==> src/rtl/serial_port_fifo_slave.sv <==
// Bus slave fronting a UART with TX/RX FIFOs and a status/control register.
// One outstanding request at a time; the response follows acceptance by one cycle.
module serial_port_fifo_slave #(
  parameter int TX_DEPTH = 16,
  parameter int RX_DEPTH = 16,
  parameter int DATA_W   = 8
) (
  input  logic        clk_bus,
  input  logic        rst_bus,
  input  logic [31:0] dat_i,
  output logic [31:0] dat_o,
  input  logic [31:0] adr_i,
  input  logic        cyc_i,
  input  logic        stb_i,
  input  logic        we_i,
  input  logic [3:0]  sel_i,
  output logic        ack_o,
  output logic        rty_o,
  output logic        err_o,
  output logic        stall_o,
  input  logic        uart_busy,
  input  logic        uart_ready,
  input  logic [7:0]  uart_dat_i,
  output logic        uart_start,
  output logic [7:0]  uart_dat_o
);
  localparam int TAW = $clog2(TX_DEPTH);
  localparam int RAW = $clog2(RX_DEPTH);
  localparam int TCW = TAW + 1;
  localparam int RCW = RAW + 1;

  typedef enum logic [1:0] {
    S_IDLE, S_START, S_WAIT, S_BUSY
  } tx_state_e;

  tx_state_e st_q, st_d;
  logic [3:0] wcnt_q, wcnt_d;

  logic [DATA_W-1:0] tx_mem_q [TX_DEPTH];
  logic [DATA_W-1:0] rx_mem_q [RX_DEPTH];
  logic [TAW-1:0] tx_wr_q, tx_rd_q;
  logic [RAW-1:0] rx_wr_q, rx_rd_q;
  logic [TCW-1:0] tx_cnt_q;
  logic [RCW-1:0] rx_cnt_q;
  logic ovr_q, rdy_q, stall_q;
  logic ack_q, ack_d, rty_q, rty_d;
  logic [31:0] dat_q, dat_d;
  logic start_q;
  logic [7:0] udat_q;

  logic acc, is_stat, ctl_wr;
  logic tx_full, tx_empty, rx_full, rx_empty;
  logic tx_push, tx_pop, rx_push, rx_pop, rx_edge;
  logic rx_flush, tx_flush, ovr_set, ovr_clr, tx_idle;
  logic [31:0] status;
  logic unused_ok;

  assign acc      = cyc_i & stb_i & ~stall_q;
  assign is_stat  = adr_i[2];
  assign tx_full  = (tx_cnt_q == TCW'(TX_DEPTH));
  assign tx_empty = (tx_cnt_q == '0);
  assign rx_full  = (rx_cnt_q == RCW'(RX_DEPTH));
  assign rx_empty = (rx_cnt_q == '0);

  assign tx_push  = acc & ~is_stat & we_i & sel_i[0] & ~tx_full;
  assign rx_pop   = acc & ~is_stat & ~we_i & ~rx_empty;
  assign ctl_wr   = acc & is_stat & we_i & sel_i[0];
  assign rx_flush = ctl_wr & dat_i[0];
  assign tx_flush = ctl_wr & dat_i[1];
  assign ovr_clr  = ctl_wr & dat_i[2];

  // A pop in the same cycle frees the slot for an incoming byte.
  assign rx_edge  = uart_ready & ~rdy_q;
  assign rx_push  = rx_edge & ~rx_flush & (~rx_full | rx_pop);
  assign ovr_set  = rx_edge & ~rx_flush & rx_full & ~rx_pop;

  assign tx_idle  = tx_empty & (st_q == S_IDLE);
  assign status   = {8'd0, 8'(tx_cnt_q), 8'(rx_cnt_q), 4'd0,
                     tx_idle, ovr_q, ~tx_full, ~rx_empty};

  always_comb begin
    ack_d = 1'b0;
    rty_d = 1'b0;
    dat_d = '0;
    if (acc) begin
      unique case ({is_stat, we_i})
        2'b00: begin
          if (rx_empty) begin
            rty_d = 1'b1;
          end else begin
            ack_d = 1'b1;
            dat_d = 32'(rx_mem_q[rx_rd_q]);
          end
        end
        2'b01: begin
          rty_d = sel_i[0] & tx_full;
          ack_d = ~(sel_i[0] & tx_full);
        end
        2'b10: begin
          ack_d = 1'b1;
          dat_d = status;
        end
        default: ack_d = 1'b1;
      endcase
    end
  end

  always_ff @(posedge clk_bus) begin
    if (!rst_bus) begin
      stall_q <= 1'b0;
      ack_q   <= 1'b0;
      rty_q   <= 1'b0;
      dat_q   <= '0;
    end else begin
      stall_q <= acc;
      ack_q   <= ack_d;
      rty_q   <= rty_d;
      dat_q   <= dat_d;
    end
  end

  always_ff @(posedge clk_bus) begin
    if (!rst_bus || rx_flush) begin
      rx_wr_q  <= '0;
      rx_rd_q  <= '0;
      rx_cnt_q <= '0;
    end else begin
      if (rx_push) rx_wr_q <= rx_wr_q + RAW'(1);
      if (rx_pop)  rx_rd_q <= rx_rd_q + RAW'(1);
      rx_cnt_q <= rx_cnt_q + RCW'(rx_push) - RCW'(rx_pop);
    end
  end

  always_ff @(posedge clk_bus) begin
    if (!rst_bus) begin
      rdy_q <= 1'b0;
      ovr_q <= 1'b0;
    end else begin
      rdy_q <= uart_ready;
      if (ovr_set)      ovr_q <= 1'b1;
      else if (ovr_clr) ovr_q <= 1'b0;
    end
  end

  always_ff @(posedge clk_bus) begin
    if (rx_push) rx_mem_q[rx_wr_q] <= uart_dat_i[DATA_W-1:0];
    if (tx_push) tx_mem_q[tx_wr_q] <= dat_i[DATA_W-1:0];
  end

  always_ff @(posedge clk_bus) begin
    if (!rst_bus || tx_flush) begin
      tx_wr_q  <= '0;
      tx_rd_q  <= '0;
      tx_cnt_q <= '0;
    end else begin
      if (tx_push) tx_wr_q <= tx_wr_q + TAW'(1);
      if (tx_pop)  tx_rd_q <= tx_rd_q + TAW'(1);
      tx_cnt_q <= tx_cnt_q + TCW'(tx_push) - TCW'(tx_pop);
    end
  end

  // A flush blocks a new hand-off but never aborts one in flight.
  always_comb begin
    st_d   = st_q;
    wcnt_d = wcnt_q;
    tx_pop = 1'b0;
    unique case (st_q)
      S_IDLE: begin
        if (!tx_empty && !uart_busy && !tx_flush) begin
          tx_pop = 1'b1;
          st_d   = S_START;
        end
      end
      S_START: begin
        wcnt_d = '0;
        st_d   = uart_busy ? S_BUSY : S_WAIT;
      end
      S_WAIT: begin
        if (uart_busy)            st_d = S_BUSY;
        else if (wcnt_q == 4'd14) st_d = S_IDLE;
        else                      wcnt_d = wcnt_q + 4'd1;
      end
      default: begin
        if (!uart_busy) st_d = S_IDLE;
      end
    endcase
  end

  always_ff @(posedge clk_bus) begin
    if (!rst_bus) begin
      st_q    <= S_IDLE;
      wcnt_q  <= '0;
      start_q <= 1'b0;
      udat_q  <= '0;
    end else begin
      st_q    <= st_d;
      wcnt_q  <= wcnt_d;
      start_q <= tx_pop;
      if (tx_pop) udat_q <= 8'(tx_mem_q[tx_rd_q]);
    end
  end

  assign dat_o      = dat_q;
  assign ack_o      = ack_q;
  assign rty_o      = rty_q;
  assign err_o      = 1'b0;
  assign stall_o    = stall_q;
  assign uart_start = start_q;
  assign uart_dat_o = udat_q;

  assign unused_ok = ^{adr_i[31:3], adr_i[1:0], dat_i[31:3],
                       sel_i[3:1], uart_dat_i};
endmodule

==> config.mk <==
export PLATFORM = sky130hd
export DESIGN_NAME = serial_port_fifo_slave
export DESIGN_NICKNAME = d
export VERILOG_FILES = /design/src/rtl/serial_port_fifo_slave.sv
export SDC_FILE = /design/constraint.sdc
export NUM_CORES = 1
export LEC_CHECK = 0
export CAP_MARGIN = 20
export CORE_AREA = 2 2 157 159
export DETAILED_ROUTE_END_ITERATION = 8
export DIE_AREA = 0 0 159 161
export GPL_ROUTABILITY_DRIVEN = 0
export PLACE_DENSITY = 0.72
export SLEW_MARGIN = 20
export SYNTH_ARGS = -nofsm -noshare
export SYNTH_HDL_FRONTEND = slang
export SYNTH_SLANG_ARGS = --single-unit
export TNS_END_PERCENT = 10
==> constraint.sdc <==
create_clock -name clk_bus -period 3.8 [get_ports clk_bus]
set_input_delay 0.76 -clock clk_bus [delete_from_list [all_inputs] [get_ports clk_bus]]
set_output_delay 0.76 -clock clk_bus [all_outputs]
set_load 0.005 [all_outputs]
Yosys cells after proc, flatten, opt, wreduce, memory -nomap -nowiden
Memory sizes are Yosys's and may differ from the RTL's. A register that Yosys moved wholly into a read port is not among the register bits.
Cells that the tools add are included.

word-level totals
  bits in registers = 70
  bits in writable memories = 256
  bits of input ports = 83
  word-level logic and storage cells = 113
  memories = 2

cells by class
  $add $sub $neg = 9
  equality and inequality tests = 12
  multiplexer cells = 25
  bitwise logic cells = 32
  reduce and logical (&&, ||, !) cells = 18

memory list
  memory    depth  width  rd ports  clocked after memory_dff  write ports  RTL line  RTL
  rx_mem_q  16     8      1         1                         1            40        logic [DATA_W-1:0] rx_mem_q [RX_DEPTH];
  tx_mem_q  16     8      1         1                         1            39        logic [DATA_W-1:0] tx_mem_q [TX_DEPTH];

operator list
  cell                                                                   count
  21-bit case mux with 2 select lines                                    1
  1-bit bitwise AND                                                      21
  4-bit by 1-bit adder with 4-bit output, second input constant          5
  4-bit 2-to-1 mux                                                       4
  1-bit 2-to-1 mux                                                       11
  5-bit by 1-bit adder with 5-bit output                                 2
  5-bit equality test, second input constant                             2
  5-bit zero test                                                        2
  1-bit NOT                                                              10
  5-bit by 1-bit subtractor with 5-bit output                            2
  2-bit 2-to-1 mux                                                       4
  8-bit 2-to-1 mux                                                       1
  4-bit case mux with 2 select lines                                     1
  2-bit case mux with 3 select lines                                     1
  3-bit AND reduction                                                    2
  1-bit zero test                                                        5
  2-bit by 1-bit equality test with 1-bit output, second input constant  2
  2-bit equality test, second input constant                             2
  4-bit equality test, second input constant                             1
  2-bit zero test                                                        2
  2-bit != test, second input constant                                   2
  4-bit by 1-bit != test with 1-bit output, second input constant        1
  1-bit case mux with 2 select lines                                     2
  2-bit nonzero test                                                     2
  other kinds (6)                                                        8

Longest topological paths before layout
Gate-level depths: netlist of the first run.

  word-level depth = 11
  gate-level depth with buffers = 14
  gate-level depth less buffers = 14

Worst setup path after synthesis of the first run
OpenSTA, ideal clock, no wires.

  kind = input port to flip-flop
  start point = input port stb_i
  end point = register rx_cnt_q[4]
  data arrival time = 3.255 ns
  data required time = 3.729 ns
  path slack = 0.474 ns
  stages on the path = 12
  path buffers = 1
  path through = and3b_1 clkbuf_1 a311oi_2 nand2_1 ha_1 inv_1 ha_1 fa_1 a21oi_1 nor2_1 or3_1 a21oi_1

on the way
  word-level cells in the longest chain between the ends = 11
  elaborated cells between the ends (all ways) = 16

RTL lines
  what                                         RTL line  RTL
  start, declared                              14        input logic stb_i,
  1-bit bitwise AND * (2 in series)            58        assign acc = cyc_i & stb_i & ~stall_q;
  1-bit bitwise AND (3 in series)              67        assign ctl_wr = acc & is_stat & we_i & sel_i[0];
  1-bit bitwise AND                            68        assign rx_flush = ctl_wr & dat_i[0];
  1-bit NOT                                    74        assign rx_push = rx_edge & ~rx_flush & (~rx_full | rx_pop);
  1-bit bitwise AND (2 in series)              74
  5-bit by 1-bit adder with 5-bit output       130       rx_cnt_q <= rx_cnt_q + RCW'(rx_push) - RCW'(rx_pop);
  5-bit by 1-bit subtractor with 5-bit output  130
  end signal, assigned                         130
  end, declared                                44        logic [RCW-1:0] rx_cnt_q;

Mark *: on every way between the ends. The rest lies on a longest branch, timed or not.
A chain may end at the register's enable or synchronous reset.

Worst setup path in the final report of the first run
  start point = register rx_cnt_q[3]
  end point = register rx_cnt_q[4]

on the way
  word-level cells in the longest chain between the ends = 7
  elaborated cells between the ends (all ways) = 9

RTL lines
  what                                           RTL line  RTL
  5-bit zero test                                63        assign rx_empty = (rx_cnt_q == '0);
  1-bit NOT                                      66        assign rx_pop = acc & ~is_stat & ~we_i & ~rx_empty;
  1-bit bitwise AND                              66
  1-bit OR                                       74
  1-bit bitwise AND                              74
  5-bit by 1-bit adder with 5-bit output         130
  5-bit by 1-bit subtractor with 5-bit output *  130

Marks and branches as above.

==> results.sh, run 1 <==
export IMPL_grt_overflow_total=0
export IMPL_post_cts_buffers=0
export IMPL_internal_power_mw=6.185
export IMPL_hold_path_class="reg2reg"
export IMPL_r2r_slack_ns=0.59
export IMPL_synth_area_leaders="edfxtp_1 59%, dfxtp_1 11%, mux4_2 7.5%"
export IMPL_multiInputGateArea_um2=3535
export IMPL_crit_buf_inv=2
export IMPL_mostFrequentLayoutCell="edfxtp_1"
export IMPL_fin_ws_ns=0.5872
export IMPL_seq_area_frac_synth_pct=69.97
export IMPL_yosys_warnings=0
export IMPL_post_synth_top_area_fraction_pct=59.44
export IMPL_avgViaCountPerCell=5.791
export IMPL_grt_pass1_vias=7342
export IMPL_htree_levels=2
export IMPL_die_w_um=159
export IMPL_clk_pin_slew_ns=0.06
export IMPL_portBuffers=54
export IMPL_status="finished, final reports clean"
export IMPL_cts_resized=0
export IMPL_num_vias=7163
export IMPL_crit_fanout=5
export IMPL_track_usage_pct=20.86
export IMPL_drc=0
export IMPL_fill_cells=1703
export IMPL_preCtsSetupSlack_ns=0.1667
export IMPL_crit_path_max_incr_delay_ns=0.68
export IMPL_worstSetupStartpointType="flop"
export IMPL_p_seq_share_pct=50.1
export IMPL_finalHoldViolCount=0
export IMPL_cts_sinks=324
export IMPL_p_clk_share_pct=36.8
export IMPL_period_share_pct=84.55
export IMPL_dp_cells=1181
export IMPL_stdcell_area_um2=15030
export IMPL_cts_root_buf="clkbuf_16"
export IMPL_clock_path_buffers=3
export IMPL_final_cells=1237
export IMPL_crit_end="rx_cnt_q[4]"
export IMPL_p_total_mw=8.113
export IMPL_layout_common_cells="256 x edfxtp_1, 67 x dfxtp_1, 54 x clkdlybuf4s50_1, 54 x buf_4, 50 x nor2_1"
export IMPL_r2r_start="rx_cnt_q[3]"
export IMPL_swShare_pct=23.76
export IMPL_fin_util_pct=62.71
export IMPL_clkLatencyLatePin_ns=0.51
export IMPL_synth_edf_count=256
export IMPL_core_area_um2=23960
export IMPL_relSlewSlack_pct=38.01
export IMPL_drt_iter0_drc=684
export IMPL_synth_ff_type="edfxtp_1"
export IMPL_criticalPathCategory="reg2reg"
export IMPL_max_freq_ghz=0.3113
export IMPL_die_height_um=161
export IMPL_synth_area_um2=12930
export IMPL_cp_required_ns=4.24
export IMPL_whs_path_depth=1
export IMPL_io_pins=128
export IMPL_wl_per_cell_um=21.10
export IMPL_worst_setup_path_end_kind="flop"
export IMPL_crit_cells=12
export IMPL_cts_tree="yes"
export IMPL_initial_core_util_pct=53.97
export IMPL_numCtsBuffers=34
export IMPL_synth_distinct_cells=56
export IMPL_dieArea_um2=25600
export IMPL_drv_slew=0
export IMPL_crit_slowest_cell="or4b_2"
export IMPL_grt_max_degree=32
export IMPL_grt_pass1_wl_um=41100
export IMPL_maxCapViolCount=0
export IMPL_netSwitchingPower_mw=1.928
export IMPL_cp_common_cell="ha_1"
export IMPL_hold_ws_ns=0.5143
export IMPL_setup_viol=0
export IMPL_powerDensity_nw_per_um2=539.9
export IMPL_setup_tns_ns=0
export IMPL_worstMarginPinSlew_ns=0.9286
export IMPL_area_delta_synth_final_pct=16.20
export IMPL_startpoint="rx_cnt_q[3]"
export IMPL_rows=57
export IMPL_crit_chain="inv_1, ha_1, or4b_2, and3_1, ha_1, inv_1, ha_1, fa_1, a21oi_1, nor2_1, or3_1, a21oi_1"
export IMPL_combinationalPowerShare_pct=13.1
export IMPL_layout_drive_gt1_share_pct=16.21
export IMPL_hold_buffers=0
export IMPL_rsz0062_at_grt="no"
export IMPL_cp_top_family="simple AND/OR/NAND/NOR gates"
export IMPL_firstDrtPassIters=5
export IMPL_wl_um=26100
export IMPL_r2r_cells=12
export IMPL_cellLeakagePower_nw=4.961
export IMPL_avgSynthCellArea_um2=16.37
export IMPL_diodes=0
export IMPL_cp_arrival_ns=3.66
export IMPL_vdd_drop_max_mv=0.2738
export IMPL_synth_cells=790
export IMPL_finalNetCount=1002
export IMPL_yosys_area_top_type="edfxtp_1"
export IMPL_reg2reg_to="rx_cnt_q[4]"
export IMPL_synth_seq_cells=324
export IMPL_clock_skew_ns=0.02624
export IMPL_antenna_found_initial=0
export IMPL_seqCellArea_um2=9050
export IMPL_post_dp_hpwl_um=17410
export IMPL_min_from="ovr_q"
export IMPL_synthArstFlopShare_pct=0
export IMPL_min_period_ns=3.213
export IMPL_place_area_um2=14030
export IMPL_ant_nets=0
## cell families (layout without fill, tap and decap cells)
| kind of cell | after synthesis | in the layout | share of synthesized area [%] |
|---|---|---|---|
| other | 1 | 15 | 0.02900 |
| AOI/OAI and AO/OA | 84 | 84 | 4.334 |
| DFF | 324 | 324 | 69.97 |
| xor gates and xnor gates | 13 | 13 | 0.8804 |
| and+or+nand+nor | 168 | 168 | 6.666 |
| adders and majority gates | 26 | 26 | 2.632 |
| buffers and inverters | 81 | 190 | 3.106 |
| muxes | 93 | 93 | 12.38 |
## worst register-to-register path: cells and delay by family, from the launching register on
family                   cells  cell delay, ns
AO/OA/AOI/OAI                2            0.30
flip-flops                   1            0.32
adder cells (fa/ha/maj)      4            1.05
buffers and inverters        2            0.14
AND/OR/NAND/NOR              4            1.34
## registers in the layout (all words and copies together) (netlist names), named ones only
register,count
st_q,2
dat_o,18
rx_cnt_q,5
tx_mem_q,128
tx_wr_q,4
stall_o,1
rx_mem_q,128
rdy_q,1
ack_o,1
uart_start,1
tx_cnt_q,5
wcnt_q,4
rty_o,1
ovr_q,1
tx_rd_q,4
uart_dat_o,8
rx_rd_q,4
rx_wr_q,4
## synthesized netlist by cell type, types with 3 or more instances
library cell	n
nor4_1	6
inv_1	24
o22ai_1	17
nand2b_1	5
nand4_1	3
nor2_1	50
buf_4	16
xor2_1	7
clkbuf_1	20
mux4_1	8
nand3b_1	4
dfxtp_1	68
nor2b_1	7
ha_1	24
o21ai_0	6
mux4_2	43
or3_1	5
nand3_1	17
edfxtp_1	256
a311oi_1	9
buf_2	10
a211oi_1	16
a21oi_1	23
buf_1	6
mux2i_1	40
xnor2_1	6
and2_1	6
nor3_1	10
or4_1	4
nand2_1	30
and3_1	10
## worst min-delay path by stage
stage | endpoint | slack, ns
finish | dat_o[2] | 0.51
CTS | dat_o[2] | 0.49
floorplan | dat_o[2] | 0.44
global placement | rx_wr_q[1] | 0.48
global route | dat_o[2] | 0.51
detailed placement | dat_o[2] | 0.47
## area by class of cell
class | count | share of cell area, %
Inverter | 26 | 0.6495
Timing Repair Buffer | 108 | 6.295
Multi-Input combinational cell | 399 | 23.52
Tap cell | 324 | 2.698
Clock buffer | 47 | 5.987
Clock inverter | 9 | 0.6245
Sequential cell | 324 | 60.22
## power groups by stage
stage / Clock, mW / Combinational (mW) / Sequential [mW]
final: 2.99 / 1.06 / 4.06
after global routing: 3.18 / 1.17 / 4.08
after CTS: 3.04 / 1.07 / 4.07
after detailed placement: 0 / 1.05 / 4.14
after global placement: 0 / 1.02 / 4.13
after floorplan: 0 / 0.706 / 4.09
## layer usage
layer  part of all wire, %  global-route usage [%]
met1                    42                   28.64
met3                   6.3                   3.159
met4                   2.0                   6.818
met2                    49                   34.78
met5                     0                       0
(Power assumes the default switching activity.)
==> inputs of run 2 (changes only) <==
--- a/config.mk
+++ b/config.mk
@@ -6,11 +6,11 @@
 export NUM_CORES = 1
 export LEC_CHECK = 0
 export CAP_MARGIN = 20
-export CORE_AREA = 2 2 157 159
+export CORE_AREA = 2 2 163 165
 export DETAILED_ROUTE_END_ITERATION = 8
-export DIE_AREA = 0 0 159 161
+export DIE_AREA = 0 0 165 167
 export GPL_ROUTABILITY_DRIVEN = 0
-export PLACE_DENSITY = 0.72
+export PLACE_DENSITY = 0.7
 export SLEW_MARGIN = 20
 export SYNTH_ARGS = -nofsm -noshare
 export SYNTH_HDL_FRONTEND = slang
==> constraint.sdc (replaced) <==
create_clock -name clk_bus -period 2.6 [get_ports clk_bus]
set_input_delay 0.52 -clock clk_bus [delete_from_list [all_inputs] [get_ports clk_bus]]
set_output_delay 0.52 -clock clk_bus [all_outputs]
set_load 0.005 [all_outputs]
==> run 2 against run 1 <==
Effect of this change:
- the run now ends with negative setup slack left
- largest cell class unchanged
- setup slack worse by 0.72 ns
- first-iteration DRC count down 28%
- global-route usage down 1.2 points
- register-to-register slack worse by 0.72 ns
- clock power up 61%
- largest power group unchanged
- cell count up 5.6%
- sequential share of layout area down 2.8 points
- clock skew up 0.0028 ns
- total power up 57%
- die area up 7.6%
==> results.sh, run 2 (synthesis gave the netlist of run 1 again) <==
export IMPL_status="finished with violations"
export IMPL_violations="negative setup slack"
export IMPL_cp_common_cell="ha_4"
export IMPL_rows=59
export IMPL_clkLatencyLatePin_ns=0.52
export IMPL_drt_iter0_drc=494
export IMPL_core_area_um2=25760
export IMPL_clock_path_buffers=3
export IMPL_cts_tree="yes"
export IMPL_fin_util_pct=61.20
export IMPL_max_freq_ghz=0.3657
export IMPL_mostFrequentLayoutCell="edfxtp_1"
export IMPL_numCtsBuffers=34
export IMPL_maxCapViolCount=0
export IMPL_fill_cells=1897
export IMPL_layout_common_cells="256 x edfxtp_1, 106 x buf_4, 64 x dfxtp_1"
export IMPL_grt_max_degree=29
export IMPL_grt_overflow_total=0
export IMPL_worstMarginPinSlew_ns=0.7031
export IMPL_r2r_cells=12
export IMPL_track_usage_pct=19.64
export IMPL_diodes=0
export IMPL_num_vias=7181
export IMPL_criticalPathCategory="reg2reg"
export IMPL_ant_nets=0
export IMPL_cts_root_buf="clkbuf_16"
export IMPL_area_delta_synth_final_pct=21.91
export IMPL_initial_core_util_pct=50.20
export IMPL_crit_buf_inv=2
export IMPL_grt_pass1_wl_um=40880
export IMPL_drc=0
export IMPL_finalNetCount=1058
export IMPL_firstDrtPassIters=5
export IMPL_min_period_ns=2.734
export IMPL_crit_chain="inv_2, ha_4, or4b_4, and3_4, ha_4, inv_2, ha_4, fa_2, a21oi_2, nor2_2, or3_4, a21oi_2"
export IMPL_die_w_um=165
export IMPL_r2r_slack_ns=-0.13
export IMPL_dieArea_um2=27560
export IMPL_relSlewSlack_pct=52.98
export IMPL_hold_path_class="reg2reg"
export IMPL_rsz0062_at_grt="yes"
export IMPL_multiInputGateArea_um2=3675
export IMPL_crit_fanout=2
export IMPL_hold_ws_ns=0.5151
export IMPL_io_pins=128
export IMPL_clk_pin_slew_ns=0.06
export IMPL_stdcell_area_um2=15770
export IMPL_antenna_found_initial=0
export IMPL_portBuffers=54
export IMPL_crit_path_max_incr_delay_ns=0.46
export IMPL_cellLeakagePower_nw=5.316
export IMPL_wl_per_cell_um=20.11
export IMPL_vdd_drop_max_mv=0.5968
export IMPL_whs_path_depth=2
export IMPL_finalHoldViolCount=0
export IMPL_cp_required_ns=3.05
export IMPL_drv_slew=0
export IMPL_avgViaCountPerCell=5.498
export IMPL_wl_um=26270
export IMPL_post_dp_hpwl_um=17590
export IMPL_cp_top_family="simple AND/OR/NAND/NOR gates"
export IMPL_die_height_um=167
export IMPL_period_share_pct=105.2
export IMPL_cts_sinks=324
export IMPL_worst_setup_path_end_kind="flop"
export IMPL_layout_drive_gt1_share_pct=24.20
export IMPL_powerDensity_nw_per_um2=806.3
export IMPL_crit_slowest_cell="or4b_4"
export IMPL_clock_skew_ns=0.02905
export IMPL_grt_pass1_vias=7436
export IMPL_setup_viol=3
export IMPL_htree_levels=2
export IMPL_place_area_um2=14530
export IMPL_worstSetupStartpointType="flop"
export IMPL_crit_cells=12
export IMPL_fin_ws_ns=-0.1342
export IMPL_cp_arrival_ns=3.18
export IMPL_seqCellArea_um2=9054
[run 2: changes by cell type in the layout (fill, tap and decap cells not counted), moves of 4 or more]
cell      previous run  this run
buf_4               54       106
inv_2                0         4
ha_4                 0         4
clkbuf_8             0         4
inv_1               24        20
clkbuf_1            13         8
ha_1                24        19
[run 2: area by class of cell]
cell class	count	share of cell area, %
timing repair buffer	164	8.912
multi-input combinational	399	23.31
sequential	324	57.42
inverter	26	0.6269
clock buffer	46	5.936
clock inverter	12	1.135
tap	335	2.659
[run 2: worst register-to-register path: stages, from the launching register on]
cell     delay [ns]
dfxtp_2        0.32
inv_2          0.07
ha_4           0.13
or4b_4         0.46
and3_4         0.18
ha_4           0.25
inv_2          0.04
ha_4           0.15
fa_2           0.36
a21oi_2        0.14
nor2_2         0.06
or3_4          0.38
a21oi_2        0.12
[run 2: what timing repair did]
item	in CTS	in global routing
endpoints found under the setup margin	2	4
hold buffers	0	0
setup buffers	5	3
pin swaps	11	12
resized for setup	14	7
[run 2: worst paths after layout]
| kind | endpoint | start |
|---|---|---|
| max | rx_cnt_q[4] | rx_cnt_q[2] |
| min | uart_dat_o[7] | uart_dat_o[7] |
| max reg2reg | rx_cnt_q[4] | rx_cnt_q[2] |
| min reg2reg | uart_dat_o[7] | uart_dat_o[7] |
[run 2: per-stage QoR]
step | std cells | TNS (ns) | total power [mW] | setup WS (ns)
after global placement | 1240 | -3.899 | 7.804 | -0.5903
after global routing | 1306 | -0.5829 | 13.23 | -0.1998
after CTS | 1303 | -0.2170 | 12.73 | -0.1170
final | 1306 | -0.2265 | 12.71 | -0.1342
after floorplan | 804 | -0.5336 | 7.088 | -0.2976
after detailed placement | 1240 | -6.353 | 7.826 | -0.6519
[run 2: power breakdown]
part / leakage, nW / total [mW] / internal [mW] / switching [mW]
registers: 2.86 / 5.91 / 5.77 / 0.131
clock network: 0.541 / 4.82 / 2.93 / 1.89
logic: 1.92 / 1.99 / 1.04 / 0.950
total: 5.32 / 12.7 / 9.74 / 2.97
[run 2: metal layers]
metal	global-route usage (%)	share of wire, %	wire, um	vias to the layer above
li1	-	-	-	3352
met1	25.40	42	10900	3573
met2	33.68	51	13300	211
met3	3.537	5.5	1432	45
met4	6.125	2.4	627	0
met5	0	0	0	-
